[src/rtl/gcd_feeder_if.sv]
// Operand-in, result-out and core-side signals of the GCD feeder.
// The slave modport is the feeder's view; master is the surrounding environment.
interface gcd_feeder_if #(
   parameter int unsigned WIDTH = 8
);
   logic             _in_valid;
   logic             _in_ready;
   logic [WIDTH-1:0] _in_num0;
   logic [WIDTH-1:0] _in_num1;
   logic             _out_valid;
   logic             _out_ready;
   logic [WIDTH-1:0] _out_greatest;
   logic             _out_timeout;
   logic             _gcd_start;
   logic [WIDTH-1:0] _gcd_num0;
   logic [WIDTH-1:0] _gcd_num1;
   logic [WIDTH-1:0] _gcd_greatest;
   logic             _gcd_success;

   modport slave (
      input  _in_valid, _in_num0, _in_num1, _out_ready, _gcd_greatest, _gcd_success,
      output _in_ready, _out_valid, _out_greatest, _out_timeout, _gcd_start, _gcd_num0, _gcd_num1
   );

   modport master (
      output _in_valid, _in_num0, _in_num1, _out_ready, _gcd_greatest, _gcd_success,
      input  _in_ready, _out_valid, _out_greatest, _out_timeout, _gcd_start, _gcd_num0, _gcd_num1
   );
endinterface

[src/rtl/gcd_feeder.sv]
// Buffers operand pairs, runs them one at a time through the GCD core with a
// timeout, and resolves pairs containing a zero operand without the core.
module gcd_feeder #(
   parameter int unsigned WIDTH   = 8,
   parameter int unsigned DEPTH   = 4,
   parameter int unsigned TIMEOUT = 255
) (
   input logic        _clock,
   input logic        _reset,
   gcd_feeder_if.slave bus
);
   localparam int unsigned AW = (DEPTH > 1) ? $clog2(DEPTH) : 1;
   localparam int unsigned CW = $clog2(TIMEOUT + 1);

   typedef struct packed {
      logic [WIDTH-1:0] num0;
      logic [WIDTH-1:0] num1;
   } pair_t;

   typedef enum logic [1:0] {IDLE, RUN, RESULT} state_t;

   state_t           state, state_next;
   pair_t            mem [DEPTH];
   logic [AW-1:0]    wr_ptr, rd_ptr;
   logic [AW:0]      count;
   logic [CW-1:0]    cnt, cnt_next;
   logic [WIDTH-1:0] num0_q, num1_q, num0_next, num1_next;
   logic [WIDTH-1:0] greatest_q, greatest_next;
   logic             timeout_q, timeout_next;
   logic             start_q, start_next;
   logic             valid_q, valid_next;
   logic             full, empty, push, pop;
   pair_t            head;

   // Ready depends only on registered occupancy, never on a same-cycle pop.
   assign full          = (count == (AW+1)'(DEPTH));
   assign empty         = (count == '0);
   assign bus._in_ready = !full && !_reset;
   assign push          = bus._in_valid && bus._in_ready;
   assign pop           = (state == IDLE) && !empty;
   assign head          = mem[rd_ptr];

   // Storage carries no reset; occupancy tracking below decides what is live.
   always_ff @(posedge _clock) begin
      if (push) mem[wr_ptr] <= '{num0: bus._in_num0, num1: bus._in_num1};
   end

   always_ff @(posedge _clock) begin
      if (_reset) begin
         wr_ptr <= '0;
         rd_ptr <= '0;
         count  <= '0;
      end else begin
         if (push) wr_ptr <= wr_ptr + AW'(1);
         if (pop)  rd_ptr <= rd_ptr + AW'(1);
         count <= count + (AW+1)'(push) - (AW+1)'(pop);
      end
   end

   always_ff @(posedge _clock) begin
      if (_reset) begin
         state      <= IDLE;
         cnt        <= '0;
         num0_q     <= '0;
         num1_q     <= '0;
         greatest_q <= '0;
         timeout_q  <= 1'b0;
         start_q    <= 1'b0;
         valid_q    <= 1'b0;
      end else begin
         state      <= state_next;
         cnt        <= cnt_next;
         num0_q     <= num0_next;
         num1_q     <= num1_next;
         greatest_q <= greatest_next;
         timeout_q  <= timeout_next;
         start_q    <= start_next;
         valid_q    <= valid_next;
      end
   end

   always_comb begin
      state_next    = state;
      cnt_next      = cnt;
      num0_next     = num0_q;
      num1_next     = num1_q;
      greatest_next = greatest_q;
      timeout_next  = timeout_q;
      unique case (state)
         IDLE: begin
            if (pop) begin
               if ((head.num0 != '0) && (head.num1 != '0)) begin
                  num0_next  = head.num0;
                  num1_next  = head.num1;
                  cnt_next   = '0;
                  state_next = RUN;
               end else begin
                  // gcd(a,0)=a and gcd(0,0)=0, so the OR is the answer.
                  greatest_next = head.num0 | head.num1;
                  timeout_next  = 1'b0;
                  state_next    = RESULT;
               end
            end
         end
         RUN: begin
            // First RUN cycle is the core's latch cycle; its success is stale.
            if ((cnt != '0) && bus._gcd_success) begin
               greatest_next = bus._gcd_greatest;
               timeout_next  = 1'b0;
               state_next    = RESULT;
            end else if (cnt == CW'(TIMEOUT - 1)) begin
               greatest_next = '0;
               timeout_next  = 1'b1;
               state_next    = RESULT;
            end else begin
               cnt_next = cnt + CW'(1);
            end
         end
         RESULT: begin
            if (bus._out_ready) state_next = IDLE;
         end
         default: state_next = IDLE;
      endcase
      start_next = (state_next == RUN);
      valid_next = (state_next == RESULT);
   end

   assign bus._gcd_start    = start_q;
   assign bus._gcd_num0     = num0_q;
   assign bus._gcd_num1     = num1_q;
   assign bus._out_valid    = valid_q;
   assign bus._out_greatest = greatest_q;
   assign bus._out_timeout  = timeout_q;
endmodule

[src/flat_wrapper.sv]
// flat-port wrapper written by rule: the top's interface ports become plain ports
module gcd_feeder_flat 
#(
   parameter int unsigned WIDTH   = 8,
   parameter int unsigned DEPTH   = 4,
   parameter int unsigned TIMEOUT = 255
)
  (_clock, _reset, bus__in_valid, bus__in_num0, bus__in_num1, bus__out_ready, bus__gcd_greatest, bus__gcd_success, bus__in_ready, bus__out_valid, bus__out_greatest, bus__out_timeout, bus__gcd_start, bus__gcd_num0, bus__gcd_num1);
  gcd_feeder_if #(.WIDTH(WIDTH)) bus_i ();
  input logic _clock;
  input logic _reset;
  input wire logic [$bits(bus_i._in_valid)-1:0] bus__in_valid;
  input wire logic [$bits(bus_i._in_num0)-1:0] bus__in_num0;
  input wire logic [$bits(bus_i._in_num1)-1:0] bus__in_num1;
  input wire logic [$bits(bus_i._out_ready)-1:0] bus__out_ready;
  input wire logic [$bits(bus_i._gcd_greatest)-1:0] bus__gcd_greatest;
  input wire logic [$bits(bus_i._gcd_success)-1:0] bus__gcd_success;
  output wire logic [$bits(bus_i._in_ready)-1:0] bus__in_ready;
  output wire logic [$bits(bus_i._out_valid)-1:0] bus__out_valid;
  output wire logic [$bits(bus_i._out_greatest)-1:0] bus__out_greatest;
  output wire logic [$bits(bus_i._out_timeout)-1:0] bus__out_timeout;
  output wire logic [$bits(bus_i._gcd_start)-1:0] bus__gcd_start;
  output wire logic [$bits(bus_i._gcd_num0)-1:0] bus__gcd_num0;
  output wire logic [$bits(bus_i._gcd_num1)-1:0] bus__gcd_num1;
  assign bus_i._in_valid = bus__in_valid;
  assign bus_i._in_num0 = bus__in_num0;
  assign bus_i._in_num1 = bus__in_num1;
  assign bus_i._out_ready = bus__out_ready;
  assign bus_i._gcd_greatest = bus__gcd_greatest;
  assign bus_i._gcd_success = bus__gcd_success;
  assign bus__in_ready = bus_i._in_ready;
  assign bus__out_valid = bus_i._out_valid;
  assign bus__out_greatest = bus_i._out_greatest;
  assign bus__out_timeout = bus_i._out_timeout;
  assign bus__gcd_start = bus_i._gcd_start;
  assign bus__gcd_num0 = bus_i._gcd_num0;
  assign bus__gcd_num1 = bus_i._gcd_num1;
  gcd_feeder #(.WIDTH(WIDTH), .DEPTH(DEPTH), .TIMEOUT(TIMEOUT)) u_core (._clock(_clock), ._reset(_reset), .bus(bus_i));
endmodule
[config.mk]
export PLATFORM = sky130hd
export DESIGN_NAME = gcd_feeder_flat
export DESIGN_NICKNAME = d
export VERILOG_FILES = /design/src/rtl/gcd_feeder_if.sv /design/src/rtl/gcd_feeder.sv /design/src/flat_wrapper.sv
export SDC_FILE = /design/constraint.sdc
export NUM_CORES = 1
export LEC_CHECK = 0
export CAP_MARGIN = 20
export CORE_ASPECT_RATIO = 2
export CORE_MARGIN = 2
export CORE_UTILIZATION = 30
export DETAILED_ROUTE_END_ITERATION = 16
export GPL_TIMING_DRIVEN = 0
export PLACE_DENSITY = 0.55
export SLEW_MARGIN = 5
export SYNTH_ARGS = -nofsm -noshare
export SYNTH_HDL_FRONTEND = slang
export SYNTH_SLANG_ARGS = --single-unit
[constraint.sdc]
create_clock -name _clock -period 2.6 [get_ports _clock]
set_clock_uncertainty 0.05 [all_clocks]
set_input_delay 0.39 -clock _clock [delete_from_list [all_inputs] [get_ports _clock]]
set_output_delay 0.39 -clock _clock [all_outputs]
set_load 0.005 [all_outputs]
---- Word-level counts from Yosys, hierarchy flattened ----
Memories as Yosys holds them, arrays and structs flattened. A register that Yosys moved wholly into a read port is not among the register bits.
Index checks and enable logic that the tools add are counted.
storage, ports and cells
  input port bits ......................... 29
  memory bits (read-only) ................. 0
  latch bits .............................. 0
  flip-flop bits (word level) ............. 44
  output and inout bits ................... 28
  bits in writable memories ............... 64
  logic and storage cells ................. 72
  memories kept ........................... 1
operators by class
  reductions and logical operators ........ 17
  equality and inequality tests ........... 12
  div/mod/pow operators ................... 0
  add/sub/neg operators ................... 5
  shift operators ......................... 0
  $mul .................................... 0
  $lt $le $gt $ge ......................... 0
  bitwise logic cells ..................... 1
  mux-type cells .......................... 25
memories
  memory      words  bits a word  read ports  clocked after memory_dff  wr ports  RTL line          source
  u_core.mem  4      16           1           1                         1         gcd_feeder.sv:23  pair_t mem [DEPTH];
operator list
  cell                                                   number
  2-to-1 mux 8 bit                                       8
  case mux 8 bit (2 select lines)                        2
  nonzero test 8 bit                                     3
  2-to-1 mux 2 bit                                       7
  adder 8 x 1 -> 8 bit, second input constant            1
  == test 8 bit, second input constant                   1
  inequality test 2 bit, second input constant           4
  OR 8 bit                                               1
  2-to-1 mux 1 bit                                       6
  case mux 2 bit (3 select lines)                        1
  logical AND 1 bit                                      5
  AND reduction 5 bit                                    1
  adder 2 x 1 -> 2 bit, second input constant            2
  == test 2 x 1 -> 1 bit, second input constant          2
  == test 2 bit, second input constant                   2
  AND reduction 4 bit                                    1
  adder 3 x 1 -> 3 bit                                   1
  == test 3 bit, second input constant                   1
  logical NOT 1 bit                                      3
  logical NOT 3 bit                                      1
  inequality test 3 x 1 -> 1 bit, second input constant  1
  AND reduction 3 bit                                    1
  subtractor 3 x 1 -> 3 bit                              1
  logical NOT 2 bit                                      1
  other kinds (3)                                        3

---- Depth between registers and ports, before layout ----
  word-level depth ........................ 6
  mapped depth ............................ 9
  gate-level depth less buffers ........... 9

---- Worst setup path before layout ----
Ideal clock, no wire load.
  kind .................................... reg-to-reg
  start ................................... register with a tool-made name
  end ..................................... register u_core.greatest_q[3], in the netlist u_core.bus._out_greatest[3]
  stages on the path, launching flop included .. 9
  library setup time ...................... 0.117 ns
  arrival time ............................ 2.125 ns
  path slack .............................. 0.308 ns
  cell sequence ........................... dfxtp_1 > buf_6 > buf_12 > mux4_2 > nor4_2 > nand2_2 > a221oi_4 > nor3_2 > a22o_1
RTL lines
  element                 RTL line          source
  end signal: assignment  gcd_feeder.sv:75  greatest_q <= greatest_next;
  end: declaration        gcd_feeder.sv:28  logic [WIDTH-1:0] greatest_q, greatest_next;

==> summary.log <==
qor: status.outcome complete, no violations
qor: power_and_ir_drop.seq_power_share 41.8%
qor: placed_design.place_area 0.00530 mm^2
qor: global_routing.gr-usage-all-layers 13.0%
qor: placed_design.place_ws -378 ps
qor: finish.drive_above_1_share 14.2%
qor: clock_network.clock_sinks 110
qor: yosys.async_set_reset_flop_share_out_of_synthesis 0%
qor: yosys.top_area_cell_type_share_of_the_netlist_area 42.7%
qor: placed_design.hpwl_after_detailed_placement 7350 um
qor: clock_network.worstSkewPairLatency 350 ps
qor: route.maxUsedRoutingLayer met4
qor: yosys.mappedNetlistNets 358
qor: clock_network.hold_buffers_post_cts 0
qor: yosys.netlist_top_cells_area edfxtp_1 43%, dfxtp_1 20%, mux4_2 4.5%
qor: route.finalWirelength 10200 um
qor: finish.areaGrowthSynthToFinish 27.1%
qor: yosys.synth.most_common_cell edfxtp_1
qor: yosys.synthesis.area_per_instance 14.1 um^2
qor: placed_design.place.detailed.instances 570
qor: global_routing.grt_start_max_net_pins 21
qor: timing.grt_setup_unrepaired true
qor: yosys.synth_edf_count 64
qor: power_and_ir_drop.cellInternalPower 3.61 mW
qor: clock_network.clockRootBuffer clkbuf_16
qor: global_routing.grt-ovfl-total 0
qor: worst_setup_path.timing.critical_path.fanout_max 8
qor: timing.layout_setup_ws 75.4 ps
qor: route.met3_wirelength 346 um
qor: power_and_ir_drop.netSwitchingFraction 32.4%
qor: worst_setup_path.timing.setup.critical_path_class reg -> reg
qor: timing.period_needed 2520 ps
qor: clock_network.cts-root-to-sink-buffers 2
qor: yosys.synthesis.area 0.00450 mm^2
qor: timing.maxSlewViolCount 0
qor: worst_setup_path.critical_path_required 2830 ps
qor: route.detail_route.vias_per_cell 4.78
qor: floorplan.die_w 90.6 um
qor: yosys.postSynthRegisterBits 110
qor: timing.achievable-frequency 0.396 GHz
qor: placed_design.gp_routability_congestion 0.793
qor: yosys.synthDominantAreaCellType edfxtp_1
qor: finish.post_route_insts_no_fill 588
qor: floorplan.core.rowCount 63
qor: power_and_ir_drop.netSwitchingPower 1.73 mW
qor: timing.whs 413 ps
qor: worst_setup_path.critPathCaptureType flop
qor: power_and_ir_drop.finalPower 5.34 mW
qor: power_and_ir_drop.pwr_cell_area 935 mW/mm^2
qor: yosys.synthesis.yosys.warnings 0
qor: yosys.seq_area_frac_synth 63.2%
qor: power_and_ir_drop.leakage 1.95 nW
qor: yosys.synth_cell_type_count 46
qor: floorplan.io_pins 57
qor: floorplan.core-area 0.0147 mm^2
qor: yosys.postSynthCellCount 319
qor: clock_network.cts.clk_slew.worst_paths 70 ps
qor: global_routing.grt_pass1_wl 15900 um
qor: route.firstDrtPassIters 4
qor: power_and_ir_drop.comb_pwr_share 33.1%
qor: route.postRouteAntennaNets 0
qor: worst_hold_path.hp-class reg -> reg
qor: timing.number_of_setup_violations_in_the_final_report 0
qor: floorplan.initial_core_util 30.5%
qor: floorplan.die-height 177 um
qor: worst_setup_path.timing.critical_path.arrival 2750 ps
qor: timing.tightest_slew 898 ps
qor: route.met1Wirelength 3780 um
qor: finish.antenna_fix_cells 0
qor: power_and_ir_drop.p_clk_share 25.1%
qor: finish.nets 427
qor: global_routing.number_of_antenna_violations_at_the_first_check_in_global_routing 0
qor: route.detail_route.drc_violations 0
qor: finish.postLayoutCoreUtil 38.8%
qor: route.drt_iter0_drc 106
qor: yosys.synthTopCellsByCount 64 x edfxtp_1, 46 x dfxtp_1, 41 x nor2_1
qor: yosys.synth_top_flop_cell edfxtp_1
qor: timing.timing.max_slew.rel_slack 40.1%
qor: timing.final_min_period_over_clock_period 97.1%
qor: timing.setup_tns 0 ps
qor: route.wl_met2 5830 um
qor: route.detailroute.via_count 2813
qor: timing.finalHoldViolCount 0
qor: worst_setup_path.startpoint_type flop
qor: clock_network.cts-buffers-inserted 9
qor: clock_network.tritoncts yes
qor: placed_design.numPortBuffers 56
qor: clock_network.clock_tree.htree_level_count 3
qor: flow_run.max-cap-violations 0
qor: global_routing.number_of_global_route_vias_before_repair 3047
qor: floorplan.die_area 0.0160 mm^2
qor: finish.final_std_cell_area_no_fill 0.00571 mm^2
qor: route.wire_length_per_cell 17.4 um
qor: power_and_ir_drop.ir_drop 0.000317 V
-- cell usage in the layout (no fill, tap or decap), drive strengths merged, types with 2 or more instances in the layout --
cell | Yosys | final
a31oi | 2 | 2
o31ai | 2 | 2
mux4 | 16 | 16
nand3 | 9 | 9
mux2i | 16 | 16
nor2 | 41 | 41
nand2b | 3 | 3
a311oi | 3 | 3
edfxtp | 64 | 64
clkbuf | 8 | 17
a22oi | 7 | 7
a41oi | 3 | 3
nor3 | 8 | 8
nor2b | 2 | 2
buf | 6 | 8
a21boi | 3 | 3
inv | 10 | 14
ha | 9 | 9
a21oi | 8 | 8
o21ai | 3 | 3
nor4 | 4 | 4
clkinv | 0 | 3
xnor2 | 4 | 4
dfxtp | 46 | 46
and3 | 5 | 5
and2 | 4 | 4
nand2 | 14 | 14
o2bb2ai | 7 | 7
clkdlybuf4s50 | 0 | 56
-- cell families (layout without fill, tap and decap cells) --
family | count (synthesis) | in the layout | share of synthesized area [%]
buf+inv | 24 | 98 | 2.89
compound gates | 43 | 43 | 7.60
xor+xnor | 5 | 5 | 0.974
simple gates | 95 | 95 | 10.2
fa+ha+maj | 10 | 10 | 2.95
flops | 110 | 110 | 63.2
mux | 32 | 32 | 12.2
-- registers in the layout, summed over array words and instances, names as in the netlist, named ones only --
signal                    count
u_core.bus._gcd_num1          8
u_core.bus._out_greatest      8
u_core.bus._out_valid         1
u_core.mem                   64
u_core.bus._out_timeout       1
u_core.bus._gcd_num0          8
u_core.wr_ptr                 2
u_core.state                  2
u_core.count                  3
u_core.bus._gcd_start         1
u_core.rd_ptr                 2
u_core.cnt                    8
-- per-layer routing --
layer	global-route usage, %	vias to the layer above
met1	13.0	1383
li1	-	1337
met2	24.8	75
met4	6.22	0
met5	0	-
met3	2.85	18
-- worst max-delay path: stages, from the launching register on --
cell and delay [ps]:
dfxtp_2 350, buf_12 140, buf_12 130, mux4_2 580
nor4_4 300, nand2_2 120, a221oi_4 290, buf_6 160
buf_6 110, a22oi_1 60, o2bb2ai_1 160
-- layout make-up --
class,instances,area (um^2)
plain buffers,13,104
clock buffers,9,225
clock inverters,7,63.8
fillers,1397,9030
inverters,10,37.5
multi-input cells,185,1590
flip-flops and latches,110,2850
well taps,195,244
repair buffers,59,608
-- repair_timing --
item	in CTS	in global routing
setup buffers	0	1
gates resized for setup	9	20
pin swaps	0	5
cloned	0	2
endpoints found under the setup margin	35	31
-- path summary, 6_finish.rpt --
kind	depth (start not counted)	slack, ps	end	startpoint
setup / recovery	10	80	u_core.bus._out_greatest[0]$_SDFFE_PP0P_	flop
hold / removal	1	410	u_core.bus._out_greatest[4]$_SDFFE_PP0P_	u_core.bus._out_greatest[4]$_SDFFE_PP0P_
setup reg to reg	10	80	u_core.bus._out_greatest[0]$_SDFFE_PP0P_	flop
hold reg to reg	1	410	u_core.bus._out_greatest[4]$_SDFFE_PP0P_	u_core.bus._out_greatest[4]$_SDFFE_PP0P_
-- power groups by stage --
stage | clock (mW) | combinational [mW] | sequential (mW)
floorplan | 0 | 1.06 | 2.22
global placement | 0 | 1.63 | 2.24
detailed placement | 0 | 1.66 | 2.25
CTS | 1.37 | 1.69 | 2.22
global route | 1.45 | 1.94 | 2.26
finish | 1.34 | 1.77 | 2.23
No activity file was read; power rests on OpenSTA's default activity.
